## config.mk

```make
export PLATFORM = sky130hd
export DESIGN_NAME = uart_tx_arbiter
export DESIGN_NICKNAME = d
export VERILOG_FILES = /design/src/rtl/uart_tx_arbiter.sv
export SDC_FILE = /design/constraint.sdc
export NUM_CORES = 1
export LEC_CHECK = 0
export ABC_AREA = 1
export ABC_CLOCK_PERIOD_IN_PS = 3300
export BUFFER_PORTS_ARGS = -buffer_cell sky130_fd_sc_hd__buf_2
export CAP_MARGIN = 20
export CORE_ASPECT_RATIO = 1.5
export CORE_MARGIN = 5
export CORE_UTILIZATION = 30
export CTS_CLUSTER_SIZE = 20
export DETAILED_ROUTE_END_ITERATION = 8
export SYNTH_ARGS = -nofsm -noshare
export SYNTH_HDL_FRONTEND = slang
export SYNTH_SLANG_ARGS = --single-unit
```

## constraint.sdc

```tcl
create_clock -name clk -period 3.3 [get_ports clk]
set_input_delay 0.165 -clock clk [delete_from_list [all_inputs] [get_ports clk]]
set_output_delay 0.165 -clock clk [all_outputs]
set_load 0.02 [all_outputs]
```

## src/rtl/uart_tx_arbiter.sv

```systemverilog
// uart_tx_arbiter
//   Shares one UART transmit emitter between two byte producers (port 0: CPU
//   stores, port 1: debug/trace). Each port owns a small byte FIFO. A round-robin
//   scheduler drains the FIFOs into the emitter's valid/ready handshake. With
//   LOCK_LINES=1 an owner keeps the grant until it sends 8'h0A, so lines from the
//   two sources never interleave. LOCK_TIMEOUT empty cycles force a release.
//
// Ports
//   clk, rst                 system clock (rising edge), async active-high reset
//   p0_data/p0_valid/p0_ready  port 0 push interface (ready = FIFO not full)
//   p1_data/p1_valid/p1_ready  port 1 push interface
//   tx_data/tx_valid/tx_ready  byte stream to the UART emitter
//   grant                    one-hot current owner, 2'b00 when idle
//   p0_level/p1_level        FIFO occupancy per port
module uart_tx_arbiter #(
  parameter int DEPTH        = 4,
  parameter int LOCK_LINES   = 1,
  parameter int LOCK_TIMEOUT = 1024
) (
  input  logic                   clk,
  input  logic                   rst,
  input  logic [7:0]             p0_data,
  input  logic                   p0_valid,
  output logic                   p0_ready,
  input  logic [7:0]             p1_data,
  input  logic                   p1_valid,
  output logic                   p1_ready,
  output logic [7:0]             tx_data,
  output logic                   tx_valid,
  input  logic                   tx_ready,
  output logic [1:0]             grant,
  output logic [$clog2(DEPTH):0] p0_level,
  output logic [$clog2(DEPTH):0] p1_level
);

  localparam int AW = $clog2(DEPTH);
  localparam int LW = AW + 1;
  localparam int CW = $clog2(LOCK_TIMEOUT);

  typedef enum logic {
    IDLE,
    LOCKED
  } state_t;

  // Per-port FIFO storage; index 0 = port 0, index 1 = port 1.
  logic [7:0]    mem   [2][DEPTH];
  logic [AW-1:0] wptr  [2];
  logic [AW-1:0] rptr  [2];
  logic [LW-1:0] level [2];
  logic [7:0]    in_data [2];
  logic [1:0]    in_valid;
  logic [1:0]    can_push;
  logic [1:0]    push;
  logic [1:0]    pop;
  logic [1:0]    nonempty;

  state_t        state, state_nx;
  logic          owner, owner_nx;
  logic          last, last_nx;
  logic [CW-1:0] idle_cnt, idle_cnt_nx;

  logic [7:0]    head;
  logic          xfer;

  assign in_data[0] = p0_data;
  assign in_data[1] = p1_data;
  assign in_valid   = {p1_valid, p0_valid};

  // A full FIFO refuses a push even when it is being popped on the same edge.
  assign can_push[0] = (level[0] != LW'(DEPTH));
  assign can_push[1] = (level[1] != LW'(DEPTH));
  assign nonempty[0] = (level[0] != '0);
  assign nonempty[1] = (level[1] != '0);
  assign push        = in_valid & can_push;

  assign p0_ready = can_push[0];
  assign p1_ready = can_push[1];
  assign p0_level = level[0];
  assign p1_level = level[1];

  // Offer depends only on registered state and FIFO contents, never on tx_ready.
  assign head     = mem[owner][rptr[owner]];
  assign tx_valid = (state == LOCKED) && nonempty[owner];
  assign tx_data  = tx_valid ? head : '0;
  assign grant    = (state == LOCKED) ? (owner ? 2'b10 : 2'b01) : 2'b00;
  assign xfer     = tx_valid && tx_ready;
  assign pop      = xfer ? (owner ? 2'b10 : 2'b01) : 2'b00;

  always_ff @(posedge clk or posedge rst) begin
    if (rst) begin
      for (int unsigned i = 0; i < 2; i++) begin
        wptr[i]  <= '0;
        rptr[i]  <= '0;
        level[i] <= '0;
        for (int unsigned j = 0; j < DEPTH; j++) begin
          mem[i][j] <= '0;
        end
      end
    end else begin
      for (int unsigned i = 0; i < 2; i++) begin
        if (push[i]) begin
          mem[i][wptr[i]] <= in_data[i];
          wptr[i]         <= wptr[i] + 1'b1;
        end
        if (pop[i]) begin
          rptr[i] <= rptr[i] + 1'b1;
        end
        if (push[i] && !pop[i]) begin
          level[i] <= level[i] + 1'b1;
        end else if (pop[i] && !push[i]) begin
          level[i] <= level[i] - 1'b1;
        end
      end
    end
  end

  always_ff @(posedge clk or posedge rst) begin
    if (rst) begin
      state    <= IDLE;
      owner    <= 1'b0;
      last     <= 1'b1;
      idle_cnt <= '0;
    end else begin
      state    <= state_nx;
      owner    <= owner_nx;
      last     <= last_nx;
      idle_cnt <= idle_cnt_nx;
    end
  end

  always_comb begin
    state_nx    = state;
    owner_nx    = owner;
    last_nx     = last;
    idle_cnt_nx = idle_cnt;
    case (state)
      IDLE: begin
        if (nonempty != 2'b00) begin
          state_nx = LOCKED;
          // Contention goes to the port that did not release last; otherwise
          // nonempty[1] alone identifies the single requester.
          owner_nx = (&nonempty) ? ~last : nonempty[1];
        end
      end
      LOCKED: begin
        if (xfer && ((LOCK_LINES == 0) || (head == 8'h0A))) begin
          state_nx    = IDLE;
          last_nx     = owner;
          idle_cnt_nx = '0;
        end else if (!nonempty[owner]) begin
          if (idle_cnt == CW'(LOCK_TIMEOUT - 1)) begin
            state_nx    = IDLE;
            last_nx     = owner;
            idle_cnt_nx = '0;
          end else begin
            idle_cnt_nx = idle_cnt + 1'b1;
          end
        end else begin
          idle_cnt_nx = '0;
        end
      end
      default: state_nx = IDLE;
    endcase
  end

endmodule

```

==> results of run 1 <==
[report_power, final]
group / total (W) / switching, W / leakage, nW / internal [W]
combinational: 0.00273 / 0.00182 / 1.42 / 0.000904
sequential: 0.00194 / 0.000344 / 1.13 / 0.00159
clock: 0.000983 / 0.000430 / 0.142 / 0.000553
total: 0.00565 / 0.00260 / 2.69 / 0.00305
[cells in the mapped netlist]
| library cell | number |
|---|---|
| nand2_1 | 210 |
| dfrtp_1 | 90 |
| o21ai_0 | 73 |
| inv_1 | 66 |
| nor2_1 | 43 |
| nand3_1 | 24 |
| ha_1 | 11 |
| clkbuf_1 | 9 |
| xor2_1 | 8 |
| a21oi_1 | 7 |
| nand4_1 | 6 |
| xnor2_1 | 5 |
| buf_2 | 4 |
| buf_6 | 4 |
| nor2_2 | 4 |
| nor3_1 | 3 |
| a32o_1 | 2 |
| buf_4 | 2 |
| fa_1 | 2 |
| nand2_4 | 2 |
| o22ai_1 | 2 |
| o32ai_1 | 2 |
| dfstp_2 | 1 |
| inv_2 | 1 |
| inv_6 | 1 |
| nand2_8 | 1 |
| nand3_4 | 1 |
| o211ai_1 | 1 |
| o21ai_4 | 1 |
| or2_2 | 1 |
[worst register-to-register path, delay by kind of cell, from the launching register on]
kind | cells | cell delay (ns)
XOR/XNOR | 1 | 0.15
flip-flops | 1 | 0.55
AND/OR/NAND/NOR | 4 | 0.61
AO/OA/AOI/OAI | 2 | 0.26
buffers and inverters | 2 | 0.35
adder cells (fa/ha/maj) | 2 | 0.53
[metal layers]
metal | GRT usage | vias to the layer above | wire, microns
li1 | - | 1910 | -
met1 | 0.149 | 1708 | 4700
met2 | 0.236 | 61 | 5830
met3 | 0.0171 | 22 | 272
met4 | 0.0559 | 0 | 316
met5 | 0 | - | 0
[metrics by stage]
| step | power, W | area, sq um | hold WS, ns | setup WS, ns |
|---|---|---|---|---|
| after detailed placement | 0.00471 | 4990 | 0.349 | 0.736 |
| after global placement | 0.00468 | 4990 | 0.345 | 0.809 |
| after global routing | 0.00621 | 5290 | 0.135 | 0.513 |
| after floorplan | 0.00397 | 4630 | 0.345 | 0.773 |
| after CTS | 0.00571 | 5290 | 0.116 | 0.715 |
| final | 0.00565 | 5290 | 0.116 | 0.729 |
[layout make-up]
cell class                      instances  share of cell area
Inverter                               68              0.0494
Tap cell                              199              0.0471
Multi-Input combinational cell        409               0.374
Timing Repair Buffer                   42              0.0440
Clock buffer                           11              0.0478
Sequential cell                        91               0.431
Clock inverter                          5             0.00662
[sequential cells by signal, summed over array words and instances (netlist names)]
signal / cells
idle_cnt: 10
last: 1
mem: 64
owner: 1
p0_level: 3
p1_level: 3
rptr: 4
state: 1
wptr: 4
[kinds of logic (layout without fill, tap and decap cells)]
family,count (synthesis),in the layout,share of synthesized area
AND/OR/NAND/NOR,295,295,0.262
AO/OA/AOI/OAI,88,88,0.102
buffers and inverters,87,126,0.0808
XOR/XNOR,13,13,0.0246
adder cells (fa/ha/maj),13,13,0.0384
flip-flops,91,91,0.492
[worst min-delay path by stage]
stage / to / slack (ns) / start / depth (start not counted)
global route: wptr[2] / 0.13 / p0_valid / 3
floorplan: wptr[0] / 0.34 / p1_valid / 2
detailed placement: idle_cnt[5] / 0.35 / rst / 2
global placement: idle_cnt[7] / 0.34 / rst / 2
CTS: wptr[2] / 0.12 / p0_valid / 3
finish: wptr[2] / 0.12 / p0_valid / 3
==> results.sh, run 1 <==
export IMPL_gp_congestion=0.858
export IMPL_finalWorstPathRequiredPeriod_ns=2.57
export IMPL_start_util=0.306
export IMPL_path_buf_inv=2
export IMPL_rows=55
export IMPL_grt_pass1_vias=3726
export IMPL_power_leakage_nw=2.69
export IMPL_first_pass_iters=4
export IMPL_drt_iter0_drc=230
export IMPL_outcome="complete, no violations"
export IMPL_cp_slowest_cell="dfrtp_1"
export IMPL_antenna_cells=0
export IMPL_power_density_nw_per_um2=1070
export IMPL_maxSlewViolCount=0
export IMPL_cts_root_buf="clkbuf_16"
export IMPL_critical_path_required_ns=3.51
export IMPL_fin_cells=825
export IMPL_drive_gt1_frac=0.113
export IMPL_cp_depth=11
export IMPL_syn_inst=587
export IMPL_gr_total_overflow=0
export IMPL_groute_usage_overall=0.129
export IMPL_htree_levels=3
export IMPL_yosysTopAreaCell="dfrtp_1"
export IMPL_clkTransAtPathRegs_ns=0.06
export IMPL_ant_nets=0
export IMPL_cpPeakStageDelay_ns=0.55
export IMPL_rr_startpoint="owner"
export IMPL_cts_buffer_depth=2
export IMPL_rr_endpoint="p0_level[2]"
export IMPL_max_cap_viol_count=0
export IMPL_ctsHoldBuffers=1
export IMPL_startpoint="owner"
export IMPL_rsz0062_at_grt="false"
export IMPL_final_hold_violation_count=0
export IMPL_dp_hpwl_microns=8400
export IMPL_synthToLayoutAreaGrowth_pct=14.2
export IMPL_cts_buffers_inserted=9
export IMPL_multi_input_area_sq_um=1980
export IMPL_path_class="reg2reg"
export IMPL_fmax_mhz=389
export IMPL_routed_via_density=4.49
export IMPL_grt_start_max_net_pins=47
export IMPL_drc=0
export IMPL_synth_seq_cells=91
export IMPL_seqCellArea_sq_um=2280
export IMPL_cts_tree="built"
export IMPL_fillers=1611
export IMPL_ff2ff_path_depth=11
export IMPL_critPathCapture="p0_level[2]"
export IMPL_setup_viol=0
export IMPL_cts_resized=0
export IMPL_crit_path_end_kind="flop"
export IMPL_vdd_drop_max_uv=671
export IMPL_slew_headroom=0.449
export IMPL_ys_types=30
export IMPL_die_area_sq_um=18100
export IMPL_antenna_found_initial=0
export IMPL_coreArea_sq_um=15100
export IMPL_final_common_cell="nand2_1"
export IMPL_cp_max_fo=34
export IMPL_layout_common_cells="nand2_1 (210), dfrtp_1 (90), o21ai_0 (73)"
export IMPL_post_synth_cell_area_avg_sq_um=7.89
export IMPL_yosysSeqAreaShare=0.492
export IMPL_totalWireLength_microns=11100
export IMPL_critical_path_arrival_ns=2.78
export IMPL_routedWlPerCell_microns=13.5
export IMPL_cts_setup_buffers=0
export IMPL_period_share=0.779
export IMPL_worst_slew_pin_slew_ns=0.827
export IMPL_clk_latency_ns=0.34
export IMPL_fin_worst_skew_ns=0.00732
export IMPL_synth_top_area_frac=0.486
export IMPL_grt_first_pass_wirelength_microns=18600
export IMPL_crit_chain="inv_6 > nand4_1 > nand3_4 > nor2_2 > nand2_1 > ha_1 > inv_1 > fa_1 > a21oi_1 > o21ai_0 > xor2_1"
export IMPL_die_w_microns=111
export IMPL_ioPinCount=40
export IMPL_dpl_cell_count=808
export IMPL_rrSetupSlack_ns=0.73
export IMPL_cp_start_kind="flop"
export IMPL_path_delay_family="simple AND/OR/NAND/NOR gates"
export IMPL_portBuffers=39
export IMPL_tns_ns=0
export IMPL_synth_nets=621
export IMPL_cts_sinks=91
export IMPL_vias=3701
export IMPL_nets=655
export IMPL_min_path_type="in2reg"
export IMPL_ys_warn_count=0
export IMPL_die_y_microns=162
export IMPL_final_util=0.349
export IMPL_synth_area_top_cells="dfrtp_1 (49%), nand2_1 (17%), o21ai_0 (7.9%)"
export IMPL_synthesis_area_sq_um=4630
No activity file was read; power rests on OpenSTA's default activity.
==> inputs of run 2 (changes only) <==
- ABC_CLOCK_PERIOD_IN_PS: 3300 -> 2140
- clock period: 3.3 -> 2.14 ns (I/O delays scaled with it)
==> results.sh, run 2 (synthesis gave the netlist of run 1 again) <==
export IMPL_largest_reg_flops=64
export IMPL_ioPinCount=40
export IMPL_critical_path_required_ns=2.03
export IMPL_wl_met2_microns=5970
export IMPL_final_common_cell="nand2_1"
export IMPL_drc=0
export IMPL_cts_tree="built"
export IMPL_grt_start_max_net_pins=43
export IMPL_die_area_sq_um=18100
export IMPL_cp_max_fo=12
export IMPL_setup_viol=0
export IMPL_drive_gt1_frac=0.171
export IMPL_coreArea_sq_um=15100
export IMPL_rrSetupSlack_ns=0.15
export IMPL_clkTransAtPathRegs_ns=0.07
export IMPL_htree_levels=3
export IMPL_crit_path_end_kind="output port"
export IMPL_worst_slew_pin_slew_ns=0.531
export IMPL_vias=3811
export IMPL_rows=55
export IMPL_wl_met3_microns=451
export IMPL_fin_worst_skew_ns=0.00610
export IMPL_groute_usage_overall=0.130
export IMPL_vdd_drop_max_uv=1890
export IMPL_top_regs="mem: 64 flops, idle_cnt: 10 flops"
export IMPL_final_hold_violation_count=0
export IMPL_fmax_mhz=489
export IMPL_nets=684
export IMPL_first_pass_iters=4
export IMPL_gr_total_overflow=0
export IMPL_slew_headroom=0.645
export IMPL_die_y_microns=162
export IMPL_power_leakage_nw=2.85
export IMPL_gp_congestion=0.872
export IMPL_drt_iter0_drc=232
export IMPL_routedWlPerCell_microns=13.6
export IMPL_clk_latency_ns=0.34
export IMPL_maxSlewViolCount=0
export IMPL_power_density_nw_per_um2=1700
export IMPL_cp_start_kind="flop"
export IMPL_start_util=0.306
export IMPL_cts_root_buf="clkbuf_16"
export IMPL_wirelength_met1_microns=4910
export IMPL_rsz0062_at_grt="false"
export IMPL_totalWireLength_microns=11600
export IMPL_min_path_type="in2reg"
export IMPL_cts_sinks=91
export IMPL_regMostFlops="mem"
export IMPL_cts_buffers_inserted=9
export IMPL_setup_slack_ns=0.0936
export IMPL_die_w_microns=111
export IMPL_tns_ns=0
export IMPL_max_cap_viol_count=0
export IMPL_routed_top_layer="met4"
export IMPL_finalWorstPathRequiredPeriod_ns=2.05
export IMPL_portBuffers=39
export IMPL_cts_buffer_depth=2
export IMPL_synthToLayoutAreaGrowth_pct=21.6
export IMPL_path_class="reg2out"
export IMPL_antenna_cells=0
export IMPL_grt_first_pass_wirelength_microns=18700
export IMPL_routed_via_density=4.46
export IMPL_grt_pass1_vias=3836
export IMPL_ant_nets=0
export IMPL_critical_path_arrival_ns=1.94
export IMPL_layout_common_cells="nand2_1 (208), dfrtp_1 (85), o21ai_0 (72)"
export IMPL_dp_hpwl_microns=8440
export IMPL_outcome="complete, no violations"
export IMPL_antenna_found_initial=0
export IMPL_period_share=0.956
export IMPL_pre_cts_ws_ns=0.0596
## run 2: worst max-delay path, cell delays in order, from the launching register on
cell and delay (ns):
dfrtp_2 0.44, buf_6 0.16, nand2_4 0.12, nand2_8 0.09
buf_4 0.15, buf_4 0.12, nand3_1 0.05, nand3_1 0.07
nand2_1 0.06, inv_1 0.06, nor2_2 0.11, buf_4 0.16
## run 2: worst paths after layout
check                            start           to  cells after the start
max reg2reg                p1_level[1]  p1_level[2]                     12
max in group asynchronous          rst  p1_level[1]                      4
min reg2reg                    rptr[3]      rptr[3]                      1
min                           p1_valid      wptr[0]                      3
max                              owner   tx_data[7]                     11
min in group asynchronous          rst  idle_cnt[5]                      3
## run 2: timing repair
action	in CTS	in global routing
hold endpoints to repair	14	0
pin swaps	0	6
setup endpoints to repair	4	12
cloned	0	2
resized for setup	4	14
hold buffers	1	0
setup buffers	0	1
## run 2: power by group
part	switching, W	leakage (nW)	internal, W
clock network	0.000689	0.145	0.000937
logic	0.00304	1.58	0.00198
registers	0.000468	1.13	0.00246
## run 2: layout make-up
cell class	instances	area [sq um]
fill	1639	9510
sequential	91	2280
multi-input combinational	410	2030
timing repair buffer	70	505
inverter	68	264
tap	199	249
clock buffer	10	239
clock inverter	6	63.8
## run 2: routing by layer
metal  vias to the layer above  global-route usage
met5                         -                   0
met4                         0              0.0542
met3                        20              0.0231
met2                        63               0.232
met1                      1759               0.154
li1                       1969                   -
## run 2: metrics by stage
step                 util  cell area, sq um  cells  hold WS (ns)  total power, W
global placement    0.345              5220    834         0.153         0.00764
global route        0.372              5630    854        0.0470          0.0104
CTS                 0.367              5550    851        0.0400         0.00945
floorplan               -              4650    587         0.287         0.00614
finish              0.372              5630    854        0.0452         0.00958
detailed placement  0.345              5220    834         0.144         0.00770
